==> src/rtl/serial_signed_comparator.sv <==
// serial_signed_comparator
// Digit-serial magnitude comparator. Operands are captured through a
// valid/ready handshake, scanned LSB-first DIGIT bits per cycle, and the
// le/lt/eq result is returned through a second valid/ready handshake.
// Higher digits override lower ones, so the accumulated less-than flag after
// the last (most significant) digit is the full-width answer. For signed
// compares only the top digit is treated as two's complement.

module serial_signed_comparator #(
    parameter int WIDTH = 32,
    parameter int DIGIT = 4
) (
    input  logic             clk,
    input  logic             rst_n,
    input  logic             in_valid,
    output logic             in_ready,
    input  logic [WIDTH-1:0] a,
    input  logic [WIDTH-1:0] b,
    input  logic             is_signed,
    output logic             out_valid,
    input  logic             out_ready,
    output logic             le,
    output logic             lt,
    output logic             eq
);

    localparam int NDIG = WIDTH / DIGIT;
    localparam int CW   = (NDIG > 1) ? $clog2(NDIG) : 1;

    generate
        if (WIDTH < 2 || DIGIT < 1 || (WIDTH % DIGIT) != 0) begin : g_bad_params
            $error("serial_signed_comparator: DIGIT must divide WIDTH and WIDTH must be >= 2");
        end
    endgenerate

    typedef enum logic [1:0] {
        IDLE = 2'd0,
        RUN  = 2'd1,
        DONE = 2'd2
    } state_t;

    state_t           state, state_nx;
    logic [WIDTH-1:0] sa, sb;
    logic             sg;
    logic [CW-1:0]    cnt;
    logic             lt_acc, eq_acc;

    logic [DIGIT-1:0] da, db;
    logic             last;
    logic             dig_lt;
    logic             lt_nx, eq_nx;

    // Per-digit compare and the next values of the running flags.
    always_comb begin
        // NOTE: every signal gets a value before any branch, so no latch is inferred.
        da     = sa[DIGIT-1:0];
        db     = sb[DIGIT-1:0];
        last   = (cnt == CW'(NDIG - 1));
        dig_lt = (da < db);
        if (last && sg) begin
            // Top digit of a signed operand: its MSB carries the sign.
            dig_lt = ($signed(da) < $signed(db));
        end
        lt_nx = (da != db) ? dig_lt : lt_acc;
        eq_nx = eq_acc & (da == db);
    end

    // Next-state decode for the IDLE -> RUN -> DONE handshake sequence.
    always_comb begin
        state_nx = state;
        case (state)
            IDLE: if (in_valid)  state_nx = RUN;
            RUN:  if (last)      state_nx = DONE;
            DONE: if (out_ready) state_nx = IDLE;
            default:             state_nx = IDLE;
        endcase
    end

    // State register.
    always_ff @(posedge clk or negedge rst_n) begin
        // NOTE: sequential state uses non-blocking assignments so all registers
        // update together from the values sampled at the clock edge.
        if (!rst_n) state <= IDLE;
        else        state <= state_nx;
    end

    // Operand shift registers, digit counter, running flags and result registers.
    always_ff @(posedge clk or negedge rst_n) begin
        if (!rst_n) begin
            sa     <= '0;
            sb     <= '0;
            sg     <= 1'b0;
            cnt    <= '0;
            lt_acc <= 1'b0;
            eq_acc <= 1'b0;
            le     <= 1'b0;
            lt     <= 1'b0;
            eq     <= 1'b0;
        end else begin
            case (state)
                IDLE: begin
                    if (in_valid) begin
                        sa     <= a;
                        sb     <= b;
                        sg     <= is_signed;
                        cnt    <= '0;
                        lt_acc <= 1'b0;
                        eq_acc <= 1'b1;
                    end
                end
                RUN: begin
                    sa     <= sa >> DIGIT;
                    sb     <= sb >> DIGIT;
                    cnt    <= cnt + CW'(1);
                    lt_acc <= lt_nx;
                    eq_acc <= eq_nx;
                    // Result registers load only from a completed scan, so a
                    // partial result is never visible on the outputs.
                    if (last) begin
                        lt <= lt_nx;
                        eq <= eq_nx;
                        le <= lt_nx | eq_nx;
                    end
                end
                default: ;
            endcase
        end
    end

    assign in_ready  = (state == IDLE);
    assign out_valid = (state == DONE);

endmodule

==> config.mk <==
export PLATFORM = sky130hd
export DESIGN_NAME = serial_signed_comparator
export DESIGN_NICKNAME = d
export VERILOG_FILES = /design/src/rtl/serial_signed_comparator.sv
export SDC_FILE = /design/constraint.sdc
export NUM_CORES = 1
export LEC_CHECK = 0
export ABC_CLOCK_PERIOD_IN_PS = 1600
export CELL_PAD_IN_SITES_DETAIL_PLACEMENT = 1
export CELL_PAD_IN_SITES_GLOBAL_PLACEMENT = 2
export CORE_ASPECT_RATIO = 0.7
export CORE_UTILIZATION = 25
export CTS_CLUSTER_SIZE = 12
export DETAILED_ROUTE_END_ITERATION = 16
export PLACE_DENSITY_LB_ADDON = 0.15
export SKIP_LAST_GASP = 1
export SYNTH_ARGS = -nofsm -noshare
export SYNTH_HDL_FRONTEND = slang
export SYNTH_SLANG_ARGS = --single-unit
==> constraint.sdc <==
create_clock -name clk -period 1.6 [get_ports clk]
set_input_delay 0.32 -clock clk [delete_from_list [all_inputs] [get_ports clk]]
set_output_delay 0.32 -clock clk [all_outputs]
set_load 0.02 [all_outputs]
Word-level counts from Yosys, hierarchy flattened
Cells that the tools add are included.
{"block": "word_totals", "elab_cells": 46, "in_bits": 69, "output_inout_bits": 5, "register_bits": 75}
{"block": "op_classes", "addsub": 1, "order_cmp": 2, "mux": 16, "reduce_logical": 7, "bitwise_logic": 2, "n_eq_ne": 8}
{"cell": "case mux 32 bit (2 select lines)", "n": 2}
{"cell": "two-way mux 32 bit", "n": 2}
{"cell": "< comparator 4 bit", "n": 2}
{"cell": "two-way mux 2 bit", "n": 3}
{"cell": "case mux 2 bit (3 select lines)", "n": 1}
{"cell": "case mux 3 bit (2 select lines)", "n": 1}
{"cell": "AND reduction 2 bit", "n": 3}
{"cell": "equality test 4 bit", "n": 1}
{"cell": "two-way mux 1 bit", "n": 4}
{"cell": "!= test 2 bit, second input constant", "n": 2}
{"cell": "!= test 4 bit", "n": 1}
{"cell": "case mux 1 bit (2 select lines)", "n": 2}
{"cell": "adder 3 x 1 -> 3 bit, second input constant", "n": 1}
{"cell": "equality test 3 bit, second input constant", "n": 1}
{"cell": "two-way mux 3 bit", "n": 1}
{"cell": "AND reduction 3 bit", "n": 1}
{"cell": "equality test 2 x 1 -> 1 bit, second input constant", "n": 1}
{"cell": "equality test 2 bit, second input constant", "n": 1}
{"cell": "logical NOT 2 bit", "n": 1}
{"cell": "!= test 2 x 1 -> 1 bit, second input constant", "n": 1}
{"cell": "nonzero test 2 bit", "n": 1}
{"cell": "AND 1 bit", "n": 1}
{"cell": "logical AND 1 bit", "n": 1}
{"cell": "OR 1 bit", "n": 1}

Depth between registers and ports, before layout
Gate-level depths: netlist of run 1.
{"block": "depth", "ltp_word": 5, "depth_mapped": 6, "ltp_nobuf": 6}

Worst setup path after synthesis of run 1
No wires, ideal clock.
{"block": "synth_timing", "kind": "register to register", "startpoint": "register state[1]", "endpoint": "register sa[13]", "required_time_ps": 1459, "t_arrival_ps": 1271, "synth_period_minus_slack_ps": 1412, "path_slack_ps": 188, "n_path_buf": 2, "path_stages_with_launch": 7, "setup_ps": 141, "path_cell_list": "dfrtp_1 -> nor2_1 -> nand2_1 -> buf_6 -> buf_6 -> nand2_1 -> a31oi_1"}
{"block": "synth_between", "elab_chain_len": 3, "elab_cells_between_ends": 6, "cone_classes": "eq/ne: 2; mux: 1; reduce/logical: 3"}
{"element": "start: declaration", "line_no": "42", "rtl": "state_t state, state_nx;"}
{"element": "start signal: assignment", "line_no": "84", "rtl": "else state <= state_nx;"}
{"element": "logical NOT 2 bit *"}
{"element": "named net in_ready", "line_no": "16", "rtl": "output logic in_ready,"}
{"element": "!= test 2 bit (no source line) or nonzero test 2 bit (tied branches)"}
{"element": "AND reduction 2 bit (no source line)"}
{"element": "end signal: assignment", "line_no": "112", "rtl": "sa <= sa >> DIGIT;"}
{"element": "end: declaration", "line_no": "43", "rtl": "logic [WIDTH-1:0] sa, sb;"}
The timed path passes the listed nets; every way through them passes the cells marked *.
A chain may end at the register's enable or synchronous reset.

Worst setup path after layout of run 1
{"block": "layout_timing", "startpoint": "register sa[3]", "endpoint": "register le"}
{"block": "layout_between", "elab_chain_len": 4, "elab_cells_between_ends": 8, "cone_classes": "order compare: 2; eq/ne: 2; mux: 2; bitwise: 2"}
{"element": "< comparator 4 bit, on equally long branches", "line_no": "59, 62"}
{"element": "two-way mux 1 bit", "line_no": "60", "rtl": "if (last && sg) begin"}
{"element": "two-way mux 1 bit", "line_no": "64", "rtl": "lt_nx = (da != db) ? dig_lt : lt_acc;"}
{"element": "OR 1 bit *", "line_no": "122", "rtl": "le <= lt_nx | eq_nx;"}
{"element": "end signal: assignment", "line_no": "122"}
{"element": "end: declaration", "line_no": "22", "rtl": "output logic le,"}
Every way passes the cells marked *; elsewhere a longest branch is shown, timed or not.

==> summary.txt, run 1 <==
Layout
  – Layout cell share with drive strength beyond 1: 0.09544
  – Final core utilization: 0.3603
  – Non-Filler Instances: 667
  – Fin area: 0.004828 sq mm
  – Antenna cells: 0
  – Total Nets Final: 552
  – Layout area overhead: 38.32%

Worst setup path
  – Worst Path Max Fanout: 5
  – CP Launch Type: flop
  – Setup slack, reg-to-reg: 0.08 ns
  – CP max stage cell: dfrtp_1
  – CP delay by family, top: compound AO/OA/AOI/OAI gates
  – Max stage delay on crit path: 0.41 ns
  – Crit Reg-Reg Startpoint: sa[3]$_DFFE_PN0P_
  – Worst-path cell chain: ha_4, nor2b_1, a221oi_4, a21oi_2, o31ai_2
  – Arr. time, crit path: 1.75 ns
  – Worst reg2reg path endpoint: le$_DFFE_PN0P_
  – Worst setup path class: flop to flop
  – CP required: 1.84 ns
  – CP bufs+invs: 0
  – Worst r2r path cells: 5
  – Crit end category: flop

Global route
  – Initial antenna violation count: 0
  – Vias in the first global route: 3159
  – Grt ovf: 0
  – Total track usage: 0.1449
  – Largest net degree at the start of global routing: 76
  – First-pass GRT wire length: 16.02 mm

Place
  – Dpl cells: 651
  – Buffers on Ports: 73
  – Routability congestion estimate: 0.6984
  – Dpl ws: -0.1428 ns
  – Area post-placement: 0.004501 sq mm
  – DP HPWL: 6.468 mm

Synthesis
  – Leading area contributor after synthesis: dfrtp_1
  – Synthesis-stage register bit count: 75
  – Top-area cell type share of the netlist area: 0.5376
  – Xor/xnor share of the synthesized area: 0
  – Compound-Gate Fraction of Synth Area: 0.1430
  – Yosys cell types: 25
  – Synth area leaders: dfrtp_1 (54%), nand2_1 (15%), a31oi_1 (9.3%), nor2_1 (6.6%), o21ai_0 (2.6%)
  – Post-synthesis sequential area ratio: 0.5376
  – Post-Synth Simple-Gate Area: 0.2333
  – Mapped Area: 0.003491 sq mm
  – YS warnings: 0
  – Largest family of logic cells by synthesized area: simple AND/OR/NAND/NOR gates
  – Mux cell area share after synthesis: 0
  – Cells after synthesis: 405
  – Mapped Avg Cell Area: 8.619 sq um
  – Post-synthesis adder-cell area fraction: 0.02151
  – Syn nets: 480

Die
  – Initial Utilization: 0.2605
  – FP Rows: 35
  – I/O Pins: 74
  – Die area: 0.01445 sq mm
  – Vert. Die Dim: 100.9 microns
  – Die width: 143.2 microns
  – Core Region: 0.01340 sq mm

Route
  – Drt total wl: 9.572 mm
  – WL per Instance: 14.35 microns
  – Detailed Routing Iterations Pass 1: 4
  – Antenna viol nets, final: 0
  – DRC errors left: 0
  – Starting DRC count in detailed routing: 156
  – Vias post-DR: 3038
  – Vias per cell: 4.555

STA
  – Max-slew violation count: 0
  – Ratio of final minimum period to clock period: 0.9483
  – Max-slew headroom: 0.7081
  – Finish-stage setup viols: 0
  – RSZ-0062 raised after global routing: true
  – Worst-Margin Slew: 0.4379 ns
  – Final hold viol count: 1
  – Hold slack: -0.003894 ns
  – Worst Skew: 0.003970 ns
  – Final worst setup slack: 0.08278 ns
  – Fin crit period: 1.517 ns
  – FMAX: 659.1 MHz

Run status
  – Status: finished, violations left
  – Failing checks: hold timing

Clocking
  – Clk buf depth: 2
  – Worst skew pair latency: 0.33 ns
  – TritonCTS Buffers: 9
  – CTS tree: built
  – CTS sink count: 75
  – Buffer count from post-CTS setup fixing: 0
  – Hold Buf Count CTS: 0
  – H-tree Lvls: 3
  – Root Buffer: clkbuf_16
  – Clock slew at reported path FFs: 0.06 ns

Worst hold path
  – Worst min path class: primary input to asynchronous set/reset pin

Power and ir drop
  – P per Cell Area: 1907 mW/mm^2
  – Maximum vdd drop: 702.4 uV
  – LEAKAGE: 2.073 nW

Flow run
  – Total of max-cap violations: 0
## how the worst max path moves through the flow
stage                                     from                  to  slack, ns  depth (start not counted)
after detailed placement              in_valid  sa[10]$_DFFE_PN0P_      -0.14                          6
after global routing         sa[3]$_DFFE_PN0P_      le$_DFFE_PN0P_      -0.02                          5
final                        sa[3]$_DFFE_PN0P_      le$_DFFE_PN0P_       0.08                          5
after CTS                   cnt[0]$_DFFE_PN0P_      le$_DFFE_PN0P_      0.008                          5
after global placement                in_valid   sb[9]$_DFFE_PN0P_      -0.13                          6
after floorplan           state[1]$_DFFE_PN0P_  sa[13]$_DFFE_PN0P_       0.19                          6
## sequential cells by signal (all words and copies together) (netlist names)
name and count:
eq 1, cnt 3, sg 1, sb 32, lt_acc 1, eq_acc 1, state 2, le 1
sa 32, lt 1
## stage by stage
stage	hold slack [ns]	setup TNS, ns	total power, mW
after floorplan	0.02441	0	5.948
after global placement	0.3871	-5.361	7.118
after detailed placement	0.3803	-5.764	7.231
after CTS	0.02389	0	9.189
after global routing	0.03834	-0.02032	10.12
final	-0.003894	0	9.208
## logic make-up (layout without fill, tap and decap cells)
group,count (synthesis),count (layout)
and+or+nand+nor,208,208
buffers and inverters,34,111
adders and majority gates,6,6
AOI/OAI and AO/OA,82,82
DFF,75,75
## synthesized netlist by cell type
| cell type | instances |
|---|---|
| nand4b_1 | 1 |
| buf_2 | 12 |
| nand3_1 | 1 |
| nand4_1 | 1 |
| nor2b_1 | 2 |
| and2b_1 | 1 |
| buf_6 | 7 |
| nor3_1 | 2 |
| a22o_1 | 1 |
| o21ai_0 | 18 |
| a211oi_1 | 1 |
| a21oi_1 | 6 |
| o211ai_1 | 1 |
| a31oi_1 | 52 |
| inv_1 | 5 |
| nor3b_2 | 1 |
| clkbuf_1 | 2 |
| ha_1 | 6 |
| buf_4 | 8 |
| nor2_1 | 61 |
| nand2b_1 | 2 |
| a221oi_2 | 1 |
| dfrtp_1 | 75 |
| nand2_1 | 136 |
| o31ai_1 | 2 |
## power by group
part | internal, mW | switching, mW
clock | 1.13 | 0.751
sequential | 2.81 | 0.497
combinational | 1.74 | 2.28
## final cells by class
cell class	instances	area, sq um
clock buffer	14	264.0
clock inverter	2	10.01
inverter	5	18.77
fill	1595	8572
tap	185	231.5
sequential	75	1877
timing repair buffer	90	954.7
multi-input combinational	296	1473
## worst register-to-register path: stages (launching register included)
cell	delay, ns
dfrtp_1	0.41
ha_4	0.32
nor2b_1	0.07
a221oi_4	0.25
a21oi_2	0.12
o31ai_2	0.25
## metal layers
metal	share of wire	GRT usage
met1	0.53	0.2090
met4	0.0056	0.03437
met5	0	0
met3	0.041	0.03895
met2	0.42	0.2143
## layout by cell type, fill, tap and decap left out
master	netlist	final
clkbuf_2	0	2
ha_2	0	1
o31ai_2	0	2
ha_4	0	3
clkbuf_8	0	2
nand2_1	136	134
nand4_1	1	1
a22o_1	1	1
clkbuf_16	0	9
dlygate4sd2_1	0	3
nor2_1	61	61
a211oi_1	1	1
nor2b_1	2	2
nor3b_4	0	1
inv_1	5	4
nand2b_4	0	1
nand2b_1	2	1
clkinv_2	0	2
buf_4	8	9
nand2_2	0	2
buf_12	0	9
nor3_1	2	2
a21oi_1	6	5
and2b_1	1	1
a21oi_2	0	1
a221oi_4	0	1
o21ai_0	18	18
nand3_1	1	1
clkbuf_1	2	3
dfrtp_1	75	75
nand4b_1	1	1
ha_1	6	2
a31oi_1	52	52
o211ai_1	1	1
clkdlybuf4s50_1	0	67
inv_2	0	1
## timing repair
action / CTS / global route
cloned: 0 / 0
resized for setup: 6 / 14
pin swaps: 1 / 6
setup endpoints to repair: 6 / 6
(Power assumes the default switching activity.)
==> run 2, diff against run 1 <==
PLACE_DENSITY = 0.78   (was default)
PLACE_DENSITY_LB_ADDON = default   (was 0.15)
==> summary.txt, run 2 (synthesis results as in run 1) <==
Worst setup path
  – CP required: 1.84 ns
  – CP delay by family, top: compound AO/OA/AOI/OAI gates
  – Worst Path Max Fanout: 5
  – Worst-path cell chain: ha_4, nor2b_1, a221oi_4, a21oi_2, o31ai_1
  – CP Launch Type: flop
  – Arr. time, crit path: 1.77 ns
  – CP bufs+invs: 0
  – CP max stage cell: dfrtp_1
  – Worst setup path class: flop to flop
  – Max stage delay on crit path: 0.43 ns
  – Crit end category: flop

STA
  – Max-slew violation count: 0
  – Max-slew headroom: 0.7190
  – Worst Skew: 0.005607 ns
  – Final hold viol count: 0
  – Worst-Margin Slew: 0.4215 ns
  – Finish-stage setup viols: 0
  – RSZ-0062 raised after global routing: true
  – FMAX: 650.1 MHz
  – Ratio of final minimum period to clock period: 0.9614
  – Fin crit period: 1.538 ns
  – Final worst setup slack: 0.06178 ns

Global route
  – Largest net degree at the start of global routing: 41
  – Met3 usage: 0.04038
  – Vias in the first global route: 3263
  – Total track usage: 0.1481
  – First-pass GRT wire length: 16.46 mm
  – Initial antenna violation count: 0
  – Grt ovf: 0
  – Grt met1 use: 0.2024
  – GRT busiest layer: met2
  – Met2 Use GR: 0.2311

Die
  – Core Region: 0.01340 sq mm
  – Die area: 0.01445 sq mm
  – Die width: 143.2 microns
  – Initial Utilization: 0.2605
  – Vert. Die Dim: 100.9 microns
  – FP Rows: 35
  – I/O Pins: 74

Clocking
  – Clk buf depth: 2
  – TritonCTS Buffers: 9
  – Root Buffer: clkbuf_16
  – CTS sink count: 75
  – Worst skew pair latency: 0.33 ns
  – CTS tree: built
  – Clock slew at reported path FFs: 0.06 ns
  – H-tree Lvls: 3

Route
  – Antenna viol nets, final: 0
  – WL per Instance: 14.49 microns
  – Vias post-DR: 3072
  – Detailed Routing Iterations Pass 1: 4
  – DRC errors left: 0
  – Starting DRC count in detailed routing: 106
  – Drt total wl: 9.734 mm
  – Vias per cell: 4.571

Place
  – Area post-placement: 0.004516 sq mm
  – Buffers on Ports: 73
  – DP HPWL: 6.880 mm
  – Dpl ws: -0.1791 ns
  – Routability congestion estimate: 0.7404

Layout
  – Most common cell after layout, fill and taps aside: nand2_1
  – Largest registers: sa: 32 flops, sb: 32 flops, cnt: 3 flops
  – Layout area overhead: 39.10%
  – Most frequent cells in the layout: nand2_1 (135), dfrtp_1 (75), clkdlybuf4s50_1 (67), nor2_1 (61), a31oi_1 (51)
  – Fin area: 0.004856 sq mm
  – Antenna cells: 0
  – Total Nets Final: 558
  – Layout cell share with drive strength beyond 1: 0.1006

Flow run
  – Total of max-cap violations: 0

Run status
  – Status: complete, no violations

Power and ir drop
  – LEAKAGE: 2.104 nW
  – Maximum vdd drop: 824.5 uV
  – P per Cell Area: 1917 mW/mm^2

Worst hold path
  – Worst min path class: primary input to asynchronous set/reset pin
[run 2: cell types whose count changed in the layout (fill, tap and decap cells not counted), moves of 2 or more]
cell and delta:
ha_4 -2, buf_4 +5, ha_1 +2, clkbuf_1 -2
[run 2: worst paths after layout]
| path | from | end | slack, ns | depth (start not counted) |
|---|---|---|---|---|
| worst max-delay path | sa[3]$_DFFE_PN0P_ | le$_DFFE_PN0P_ | 0.06 | 5 |
| worst min-delay path | rst_n | sa[9]$_DFFE_PN0P_ | 0.48 | 2 |
| worst max register to register | sa[3]$_DFFE_PN0P_ | le$_DFFE_PN0P_ | 0.06 | 5 |
| worst min register to register | sb[7]$_DFFE_PN0P_ | sb[3]$_DFFE_PN0P_ | 0.49 | 2 |
| max in group asynchronous | rst_n | sa[28]$_DFFE_PN0P_ | 0.59 | 3 |
| min in group clk | sb[7]$_DFFE_PN0P_ | sb[3]$_DFFE_PN0P_ | 0.49 | 2 |
[run 2: layout make-up]
cell class              instances  area [sq um]
clock inverters                 2         10.01
multi-input cells             296          1446
fillers                      1593          8544
flip-flops and latches         75          1877
well taps                     185         231.5
repair buffers                 96          1002
inverters                       5         18.77
clock buffers                  13         270.3
[run 2: metal layers]
metal | wire (microns) | share of wire
met5 | 0 | 0
met4 | 104 | 0.011
met3 | 528 | 0.054
met2 | 4201 | 0.43
met1 | 4899 | 0.50
[run 2: timing repair]
item	in CTS	in global routing
setup endpoints to repair	6	7
endpoints found under the hold margin	26	0
hold buffers	1	0
gates cloned	0	0
gates resized for setup	9	7
pin swaps	3	3
setup buffers	1	2
[run 2: per-stage QoR]
stage / hold WS [ns] / setup TNS (ns) / cells / utilization / total power [mW]
2_1_floorplan: 0.02441 / 0 / 405 / - / 5.948
3_3_place_gp: 0.2848 / -5.574 / 653 / 0.3370 / 7.112
3_5_place_dp: 0.2886 / -7.449 / 653 / 0.3370 / 7.279
4_1_cts: 0.4878 / -0.006603 / 670 / 0.3605 / 9.337
5_1_grt: 0.5140 / -0.04919 / 672 / 0.3624 / 10.15
6_report: 0.4759 / 0 / 672 / 0.3624 / 9.307
[run 2: report_power, final]
part,leakage [nW],total [mW],internal [mW],switching [mW]
clock,0.141,1.91,1.16,0.742
combinational,1.08,4.08,1.78,2.30
sequential,0.887,3.32,2.81,0.508
total,2.10,9.31,5.76,3.55
